**src/rtl/mem_port_arbiter_pkg.sv**
```systemverilog
// mem_port_arbiter_pkg
// Shared definitions for the fetch/data RAM port arbiter:
//   - default address/data widths
//   - read-owner encoding (who gets ram_rdata next cycle)
//   - arbiter FSM state encoding
//   - width helper for the streak counter
package mem_port_arbiter_pkg;

    localparam int AW_DEF = 16;
    localparam int DW_DEF = 16;

    typedef enum logic [1:0] {
        OWN_NONE = 2'd0,
        OWN_IF   = 2'd1,
        OWN_DM   = 2'd2
    } own_e;

    typedef enum logic {
        ARB_DPRI   = 1'b0,
        ARB_FFORCE = 1'b1
    } arb_state_e;

    // Counter width that can hold max_streak, never narrower than 2 bits.
    function automatic int streak_width(input int max_streak);
        int w;
        w = $clog2(max_streak + 1);
        return (w < 2) ? 2 : w;
    endfunction

endpackage

```
**src/rtl/mem_port_arbiter_if.sv**
```systemverilog
// mem_port_arbiter_if
// Bundles the fetch requester, data requester and RAM port signals.
//   slave  : arbiter view (requests/ram_rdata in; grants, stalls, read data, RAM controls out)
//   master : pipeline + RAM view (the mirror image)
interface mem_port_arbiter_if
    import mem_port_arbiter_pkg::*;
#(
    parameter int AW = AW_DEF,
    parameter int DW = DW_DEF
);
    // fetch path
    logic          if_req;
    logic [AW-1:0] if_addr;
    logic          if_gnt;
    logic          if_stall;
    logic          if_rvalid;
    logic [DW-1:0] if_rdata;
    // data path
    logic          dm_req;
    logic          dm_we;
    logic [AW-1:0] dm_addr;
    logic [DW-1:0] dm_wdata;
    logic          dm_gnt;
    logic          dm_rvalid;
    logic [DW-1:0] dm_rdata;
    // RAM port
    logic [AW-1:0] ram_addr;
    logic [DW-1:0] ram_wdata;
    logic          ram_we;
    logic [DW-1:0] ram_rdata;

    modport slave (
        input  if_req, if_addr, dm_req, dm_we, dm_addr, dm_wdata, ram_rdata,
        output if_gnt, if_stall, if_rvalid, if_rdata,
        output dm_gnt, dm_rvalid, dm_rdata,
        output ram_addr, ram_wdata, ram_we
    );

    modport master (
        output if_req, if_addr, dm_req, dm_we, dm_addr, dm_wdata, ram_rdata,
        input  if_gnt, if_stall, if_rvalid, if_rdata,
        input  dm_gnt, dm_rvalid, dm_rdata,
        input  ram_addr, ram_wdata, ram_we
    );

endinterface

```
**src/rtl/mem_port_arbiter_streak_ctr.sv**
```systemverilog
// arb_streak_ctr
// Saturating count of consecutive contended data grants.
//   clk    : clock
//   reset  : synchronous active-high reset, clears the count
//   inc_i  : a contended data grant happened this cycle
//   clr_i  : clear the count (takes precedence over inc_i)
//   hit_o  : the next increment brings the count to MAX_STREAK, so the
//            arbiter can switch to fetch priority on the very grant that
//            completes the streak
module arb_streak_ctr
    import mem_port_arbiter_pkg::*;
#(
    parameter int MAX_STREAK = 3
) (
    input  logic clk,
    input  logic reset,
    input  logic inc_i,
    input  logic clr_i,
    output logic hit_o
);
    localparam int            CW    = streak_width(MAX_STREAK);
    localparam logic [CW-1:0] MAX_V = CW'(MAX_STREAK);

    logic [CW-1:0] cnt_q;
    logic [CW-1:0] cnt_d;

    always_comb begin
        cnt_d = cnt_q;
        if (clr_i) begin
            cnt_d = '0;
        end else if (inc_i && (cnt_q != MAX_V)) begin
            cnt_d = cnt_q + 1'b1;
        end
    end

    always_ff @(posedge clk) begin
        if (reset) begin
            cnt_q <= '0;
        end else begin
            cnt_q <= cnt_d;
        end
    end

    assign hit_o = (cnt_q == (MAX_V - 1'b1));

endmodule

```
**src/rtl/mem_port_arbiter.sv**
```systemverilog
// mem_port_arbiter
// Shares one single-port RAM between the IF fetch path and the MEM data path.
// One grant per cycle, combinational from the requests; read data comes back
// one cycle later to whichever side owned the read. Data wins contention,
// except that after MAX_DATA_STREAK consecutive contended data wins the next
// contended cycle is forced to fetch.
//   clk, reset : clock and synchronous active-high reset
//   bus        : slave modport of mem_port_arbiter_if (fetch, data, RAM port)
module mem_port_arbiter
    import mem_port_arbiter_pkg::*;
#(
    parameter int MAX_DATA_STREAK = 3
) (
    input  logic                  clk,
    input  logic                  reset,
    mem_port_arbiter_if.slave     bus
);
    arb_state_e state_q;
    arb_state_e state_d;
    own_e       rd_own_q;
    own_e       rd_own_d;

    logic if_gnt;
    logic dm_gnt;
    logic streak_inc;
    logic streak_clr;
    logic streak_hit;

    arb_streak_ctr #(
        .MAX_STREAK (MAX_DATA_STREAK)
    ) u_streak (
        .clk   (clk),
        .reset (reset),
        .inc_i (streak_inc),
        .clr_i (streak_clr),
        .hit_o (streak_hit)
    );

    // Grant decision and next state. Everything is held off while reset is
    // high so the RAM never sees a write during reset.
    always_comb begin
        if_gnt     = 1'b0;
        dm_gnt     = 1'b0;
        streak_inc = 1'b0;
        streak_clr = 1'b0;
        state_d    = ARB_DPRI;
        rd_own_d   = OWN_NONE;

        if (!reset) begin
            if ((state_q == ARB_FFORCE) && bus.if_req) begin
                if_gnt     = 1'b1;
                streak_clr = 1'b1;
            end else begin
                // Data-priority arbitration; also the fallback for a forced
                // cycle in which fetch is not asking.
                if (bus.dm_req) begin
                    dm_gnt = 1'b1;
                    if (bus.if_req) begin
                        streak_inc = 1'b1;
                        if (streak_hit) begin
                            state_d    = ARB_FFORCE;
                            streak_clr = 1'b1;
                        end
                    end else begin
                        streak_clr = 1'b1;
                    end
                end else begin
                    // Fetch-only or idle: any fetch grant breaks the streak.
                    if_gnt     = bus.if_req;
                    streak_clr = 1'b1;
                end
            end

            if (dm_gnt && !bus.dm_we) begin
                rd_own_d = OWN_DM;
            end else if (if_gnt) begin
                rd_own_d = OWN_IF;
            end
        end
    end

    always_ff @(posedge clk) begin
        if (reset) begin
            state_q  <= ARB_DPRI;
            rd_own_q <= OWN_NONE;
        end else begin
            state_q  <= state_d;
            rd_own_q <= rd_own_d;
        end
    end

    // RAM port mux and requester-facing outputs. rvalid is also masked by
    // reset so a read granted just before reset never reports completion.
    always_comb begin
        bus.if_gnt    = if_gnt;
        bus.dm_gnt    = dm_gnt;
        bus.if_stall  = bus.if_req & ~if_gnt;
        bus.ram_addr  = dm_gnt ? bus.dm_addr  : bus.if_addr;
        bus.ram_wdata = dm_gnt ? bus.dm_wdata : '0;
        bus.ram_we    = dm_gnt & bus.dm_we;
        bus.if_rvalid = ~reset & (rd_own_q == OWN_IF);
        bus.dm_rvalid = ~reset & (rd_own_q == OWN_DM);
        bus.if_rdata  = bus.ram_rdata;
        bus.dm_rdata  = bus.ram_rdata;
    end

endmodule

```
**src/flat_wrapper.sv**
```systemverilog
// flat-port wrapper written by rule: the top's interface ports become plain ports
module mem_port_arbiter_flat import mem_port_arbiter_pkg::*;
#(
    parameter int MAX_DATA_STREAK = 3
)
  (clk, reset, bus_if_req, bus_if_addr, bus_dm_req, bus_dm_we, bus_dm_addr, bus_dm_wdata, bus_ram_rdata, bus_if_gnt, bus_if_stall, bus_if_rvalid, bus_if_rdata, bus_dm_gnt, bus_dm_rvalid, bus_dm_rdata, bus_ram_addr, bus_ram_wdata, bus_ram_we);
  mem_port_arbiter_if #(.AW(16), .DW(16)) bus_i ();
  input  logic clk;
  input  logic reset;
  input wire logic [$bits(bus_i.if_req)-1:0] bus_if_req;
  input wire logic [$bits(bus_i.if_addr)-1:0] bus_if_addr;
  input wire logic [$bits(bus_i.dm_req)-1:0] bus_dm_req;
  input wire logic [$bits(bus_i.dm_we)-1:0] bus_dm_we;
  input wire logic [$bits(bus_i.dm_addr)-1:0] bus_dm_addr;
  input wire logic [$bits(bus_i.dm_wdata)-1:0] bus_dm_wdata;
  input wire logic [$bits(bus_i.ram_rdata)-1:0] bus_ram_rdata;
  output wire logic [$bits(bus_i.if_gnt)-1:0] bus_if_gnt;
  output wire logic [$bits(bus_i.if_stall)-1:0] bus_if_stall;
  output wire logic [$bits(bus_i.if_rvalid)-1:0] bus_if_rvalid;
  output wire logic [$bits(bus_i.if_rdata)-1:0] bus_if_rdata;
  output wire logic [$bits(bus_i.dm_gnt)-1:0] bus_dm_gnt;
  output wire logic [$bits(bus_i.dm_rvalid)-1:0] bus_dm_rvalid;
  output wire logic [$bits(bus_i.dm_rdata)-1:0] bus_dm_rdata;
  output wire logic [$bits(bus_i.ram_addr)-1:0] bus_ram_addr;
  output wire logic [$bits(bus_i.ram_wdata)-1:0] bus_ram_wdata;
  output wire logic [$bits(bus_i.ram_we)-1:0] bus_ram_we;
  assign bus_i.if_req = bus_if_req;
  assign bus_i.if_addr = bus_if_addr;
  assign bus_i.dm_req = bus_dm_req;
  assign bus_i.dm_we = bus_dm_we;
  assign bus_i.dm_addr = bus_dm_addr;
  assign bus_i.dm_wdata = bus_dm_wdata;
  assign bus_i.ram_rdata = bus_ram_rdata;
  assign bus_if_gnt = bus_i.if_gnt;
  assign bus_if_stall = bus_i.if_stall;
  assign bus_if_rvalid = bus_i.if_rvalid;
  assign bus_if_rdata = bus_i.if_rdata;
  assign bus_dm_gnt = bus_i.dm_gnt;
  assign bus_dm_rvalid = bus_i.dm_rvalid;
  assign bus_dm_rdata = bus_i.dm_rdata;
  assign bus_ram_addr = bus_i.ram_addr;
  assign bus_ram_wdata = bus_i.ram_wdata;
  assign bus_ram_we = bus_i.ram_we;
  mem_port_arbiter #(.MAX_DATA_STREAK(MAX_DATA_STREAK)) u_core (.clk(clk), .reset(reset), .bus(bus_i));
endmodule
```
**config.mk**
```make
export PLATFORM = sky130hd
export DESIGN_NAME = mem_port_arbiter_flat
export DESIGN_NICKNAME = d
export VERILOG_FILES = /design/src/rtl/mem_port_arbiter_pkg.sv /design/src/rtl/mem_port_arbiter_if.sv /design/src/rtl/mem_port_arbiter_streak_ctr.sv /design/src/rtl/mem_port_arbiter.sv /design/src/flat_wrapper.sv
export SDC_FILE = /design/constraint.sdc
export NUM_CORES = 1
export LEC_CHECK = 0
export ABC_AREA = 1
export CAP_MARGIN = 25
export CORE_ASPECT_RATIO = 0.75
export CORE_MARGIN = 2
export CORE_UTILIZATION = 24
export CTS_CLUSTER_SIZE = 16
export DETAILED_ROUTE_END_ITERATION = 8
export PLACE_DENSITY_LB_ADDON = 0.25
export SETUP_SLACK_MARGIN = 0.5
export SLEW_MARGIN = 10
export SYNTH_ARGS = -nofsm -noshare
export SYNTH_HDL_FRONTEND = slang
export SYNTH_SLANG_ARGS = --single-unit
```
**constraint.sdc**
```tcl
create_clock -name clk -period 3.5 [get_ports clk]
set_input_delay 1.05 -clock clk [delete_from_list [all_inputs] [get_ports clk]]
set_output_delay 1.05 -clock clk [all_outputs]
set_load 0.005 [all_outputs]
```
=== After elaboration in Yosys (flattened, before gate mapping) ===
Cells that the tools add are included.

* RAM bits: 0
* Latch bits: 0
* Memories kept: 0
* Bits of input ports: 69
* Word-level logic and storage cells: 45
* Output and inout bits: 70
* Flip-flop bits (word level): 5
* Memory bits (read-only): 0

* Add/sub/neg operators: 1
* $lt $le $gt $ge: 0
* Reduce and logical (&&, ||, !) cells: 7
* Equality and inequality tests: 4
* Shifts and indexed selects: 0
* Divide/modulo/power cells: 0
* Mux-type cells: 21
* Multipliers: 0
* Bitwise logic cells: 8

{| class="wikitable"
|+ Operators by type and width
! operator !! number
|-
| two-way mux 16 bit || 2
|-
| two-way mux 1 bit || 18
|-
| AND 1 bit || 4
|-
| equality test 2 bit, second input constant || 2
|-
| NOT 1 bit || 4
|-
| OR reduction 2 bit || 2
|-
| OR reduction 4 bit || 1
|-
| logical AND 1 bit || 3
|-
| adder 2 x 1 -> 2 bit, second input constant || 1
|-
| equality test 2 x 1 -> 1 bit, second input constant || 1
|-
| two-way mux 2 bit || 1
|-
| inequality test 2 bit, second input constant || 1
|-
| zero test 1 bit || 1
|}

=== Depth between registers and ports, before layout ===
* Depth after elaboration: 7
* Depth in mapped cells: 6
* Gate-level depth less buffers: 6

=== Modules after synthesis ===
Synthesis repeated with hierarchy kept, for this count alone.

* Cell total of the unflattened synthesis: 162
* Area total of the unflattened synthesis: 975.9 um^2

{| class="wikitable"
|+ Modules (own cells, without submodules)
! module !! times used !! area each (um^2) !! cells each !! seq. area each (um^2)
|-
| mem_port_arbiter || 1 || 862.1 || 147 || 60.1
|-
| arb_streak_ctr || 1 || 113.9 || 15 || 40.0
|}

=== Least setup slack after synthesis ===
Ideal clock, no wire load.

* Kind: input-to-output
* From: input bus_if_req
* To: output bus_ram_addr[0]
* Path buffers: 1
* Data required time: 2.450 ns
* Cell stages on the path: 6
* Slack: 0.884 ns
* Arrival time: 1.566 ns
* Path through: nand2_1 -> nand3_4 -> inv_4 -> buf_6 -> nand2_1 -> nand2_1

* Word-level cells in the longest chain between the ends: 5

{| class="wikitable"
|+ Ends and longest elaborated chain
! what !! line !! text
|-
| from (decl) || flat_wrapper.sv:10 || <nowiki>input wire logic [$bits(bus_i.if_req)-1:0] bus_if_req;</nowiki>
|-
| logical AND 1 bit || mem_port_arbiter.sv:50 || <nowiki>if ((state_q == ARB_FFORCE) && bus.if_req) begin</nowiki>
|-
| two-way mux 1 bit || mem_port_arbiter.sv:50 ||
|-
| two-way mux 1 bit (2 in series) || mem_port_arbiter.sv:49 || <nowiki>if (!reset) begin</nowiki>
|-
| via bus_dm_gnt || flat_wrapper.sv:21 || <nowiki>output wire logic [$bits(bus_i.dm_gnt)-1:0] bus_dm_gnt;</nowiki>
|-
| two-way mux 16 bit || mem_port_arbiter.sv:98 || <nowiki>bus.ram_addr = dm_gnt ? bus.dm_addr : bus.if_addr;</nowiki>
|-
| to (decl) || flat_wrapper.sv:24 || <nowiki>output wire logic [$bits(bus_i.ram_addr)-1:0] bus_ram_addr;</nowiki>
|}

The timed path passes the listed nets, and every way through them passes these cells. The select of a mux whose other input is x is not followed.

=== Worst setup path after layout ===
* From: input reset
* To: output bus_ram_addr[15]

* Word-level cells in the longest chain between the ends: 2

{| class="wikitable"
|+ Ends and longest elaborated chain
! what !! line !! text
|-
| from (decl) || flat_wrapper.sv:9 || <nowiki>input logic reset;</nowiki>
|-
| two-way mux 1 bit || mem_port_arbiter.sv:49 ||
|-
| two-way mux 16 bit || mem_port_arbiter.sv:98 ||
|}

No other way between the ends.

==> flow_metrics.tcl <==
set metrics [dict create \
    status "complete, no violations" \
    cp.required_ns 2.45 \
    final-hold-violation-count 0 \
    drt_iter0_markers 11 \
    yosysTopAreaCell "buf_4" \
    yosysWarnings 0 \
    setup_tns_ns 0 \
    wl_per_cell_um 9.83 \
    antenna_found_initial 0 \
    maxSlewHeadroom_pct 88.9 \
    grt_pass1_vias 971 \
    synth_top_flop_cell "dfxtp_1" \
    grt_pass1_wl_um 4260 \
    p_leak_nw 0.960 \
    startpoint_type "input pin" \
    grt_max_degree 12 \
    seqCellArea_sq_um 100 \
    hold_buffers 0 \
    period_share_pct 84.5 \
    max_freq_ghz 0.338 \
    synth_most_common_cell "nand2_1" \
    drv_slew 0 \
    ant_nets 0 \
    finalWirelength_um 2620 \
    drv_cap 0 \
    placement.io_buffers 90 \
    cp_slowest_cell "bufbuf_16" \
    ios 139 \
    synth-edff-count 0 \
    rows 18 \
    grt.total_usage_pct 13.0 \
    max_stage_delay_ns 0.26 \
    die_h_um 55.5 \
    vias 1045 \
    n_fill_cell 369 \
    h-tree-depth 1 \
    chipWidth_um 72.7 \
    path_clk_slew_ns 0.03 \
    critical_path.top_delay_family "buffers and inverters" \
    cp_max_fo 5 \
    diodes 0 \
    core_sq_um 3330 \
    synth.area.top_cells "buf_4, nand2_1, dfxtp_1, inv_1, nor2_1" \
    multi_input_area_sq_um 394 \
    start_util_pct 25.5 \
    cts_tree "yes" \
    overflow 0 \
    cp-end-kind "output port" \
    fp.dieArea_sq_um 4040 \
    ys_top_cells_by_count "nand2_1, buf_4, inv_1, nor2_1, dfxtp_1" \
    syn_area_sq_um 850 \
    worstSkewPairLatency_ns 0.22 \
    ir_worst_vdd_v 0.000213 \
    power_density_nw_per_um2 192 \
    avgViaCountPerCell 3.91 \
    synth_nets 226 \
    synth_top_area_share_pct 30.0 \
    cts_buffers 3 \
    ys_ff_latch 5 \
    async_flop_share_pct 0 \
    synth-seq-area-share_pct 11.8 \
    path_cells "buf_2 > inv_2 > nand3_4 > buf_12 > bufbuf_16 > nand2_2 > nand2_1 > buf_2" \
    min_path_type "flip-flop to flip-flop" \
    cp.arrival_ns 1.91 \
    fin_skew_ns 0.0000513 \
    drive_above_1_share_pct 22.0 \
    rsz0062_at_grt "yes" \
    finalSetupViolations 0 \
    postSynthAreaPerCell_sq_um 5.48 \
    dp_hpwl_um 2020 \
    synth_cells 155 \
    syn2layout_area_growth_pct 96.9 \
    crit_top_cell "buf_2" \
    worstMarginPinSlew_ns 0.166 \
    final_util_pct 50.2 \
    fin_crit_ns 2.96 \
    clock-root-buffer "clkbuf_8" \
    cp_num_buf_inv 5 \
    worstSetupPathType "input pin to output port" \
    globalplace.congestion 0.686 \
    synth_cell_type_count 16 \
    nets 299 \
    clock_tree.buffer_depth 2 \
    drcViolationCount 0 \
    clkSinkCount 5 \
    firstDrtPassIters 3 \
]
[metal layers]
| layer | GRT usage [%] | wire, um | up-vias |
|---|---|---|---|
| li1 | - | - | 562 |
| met2 | 22.1 | 1220 | 60 |
| met3 | 4.01 | 310 | 7 |
| met5 | 0 | 0 | - |
| met4 | 3.17 | 31 | 0 |
| met1 | 15.9 | 1060 | 416 |
[report_power, final]
part	internal (mW)	total, mW	switching (mW)
Clock	0.0781	0.106	0.0275
Sequential	0.0588	0.0596	0.000761
Combinational	0.104	0.156	0.0521
Total	0.241	0.322	0.0804
[metrics by stage]
step | total power, mW | area, sq um | setup WS (ns) | cells | hold slack, ns
5_1_grt | 0.346 | 1670 | 0.481 | 267 | 0.566
3_5_place_dp | 0.218 | 1580 | -0.0787 | 254 | 0.536
6_report | 0.322 | 1670 | 0.541 | 267 | 0.533
3_3_place_gp | 0.218 | 1580 | -0.0663 | 254 | 0.525
2_1_floorplan | 0.132 | 850 | 0.884 | 155 | 0.503
4_1_cts | 0.329 | 1700 | 0.484 | 267 | 0.541
[tightest hold or removal path, delay by kind of cell, from the launching register on]
kind,cells,cell delay [ns]
DFF,1,0.32
and+or+nand+nor,2,0.07
buffers and inverters,2,0.09
[area by class of cell]
class,count,area share [%]
Clock buffer,4,2.69
Inverter,27,6.81
Multi-Input combinational cell,87,23.6
Sequential cell,5,5.98
Tap cell,40,2.99
Timing Repair Buffer,104,58.0
[final timing paths]
kind,depth (start not counted),slack (ns),startpoint,endpoint
setup / recovery,8,0.54,reset,bus_ram_addr[15]
hold / removal,4,0.53,u_core.u_streak.cnt_q[1],u_core.u_streak.cnt_q[1]
setup reg to reg,5,2.48,u_core.u_streak.cnt_q[0],u_core.u_streak.cnt_q[1]
hold reg to reg,4,0.53,u_core.u_streak.cnt_q[1],u_core.u_streak.cnt_q[1]
[what timing repair did]
item,in CTS,in global routing
resized for setup,94,25
setup endpoints to repair,38,27
setup buffers,7,0
gates cloned,2,0
pin swaps,3,1
[registers in the layout (all words and copies together), names as in the netlist]
signal	count
u_core.rd_own_q	2
u_core.state_q	1
u_core.u_streak.cnt_q	2
[cell usage in the layout, fill, tap and decap left out, types with 2 or more instances in the layout]
master,Yosys,routed
nand2_2,0,2
clkbuf_8,0,3
nor3_1,4,3
clkbuf_2,0,11
buf_12,0,2
dlygate4sd2_1,0,13
buf_8,0,2
nor2_1,23,22
buf_2,1,12
clkdlybuf4s50_1,0,50
dfxtp_1,5,5
nand2_1,53,50
buf_4,34,7
inv_1,25,25
nor2_2,1,2
bufbuf_16,0,2
buf_6,1,2
clkdlybuf4s15_1,0,3
ha_1,2,2
[kinds of logic (layout without fill, tap and decap cells)]
family,after synthesis,after routing,synth area share (%)
DFF,5,5,11.8
xor gates and xnor gates,1,1,1.03
adders and majority gates,2,2,2.95
and+or+nand+nor,84,84,40.1
buffers and inverters,63,135,44.2
Note: power is estimated with default switching activity, not from simulation.
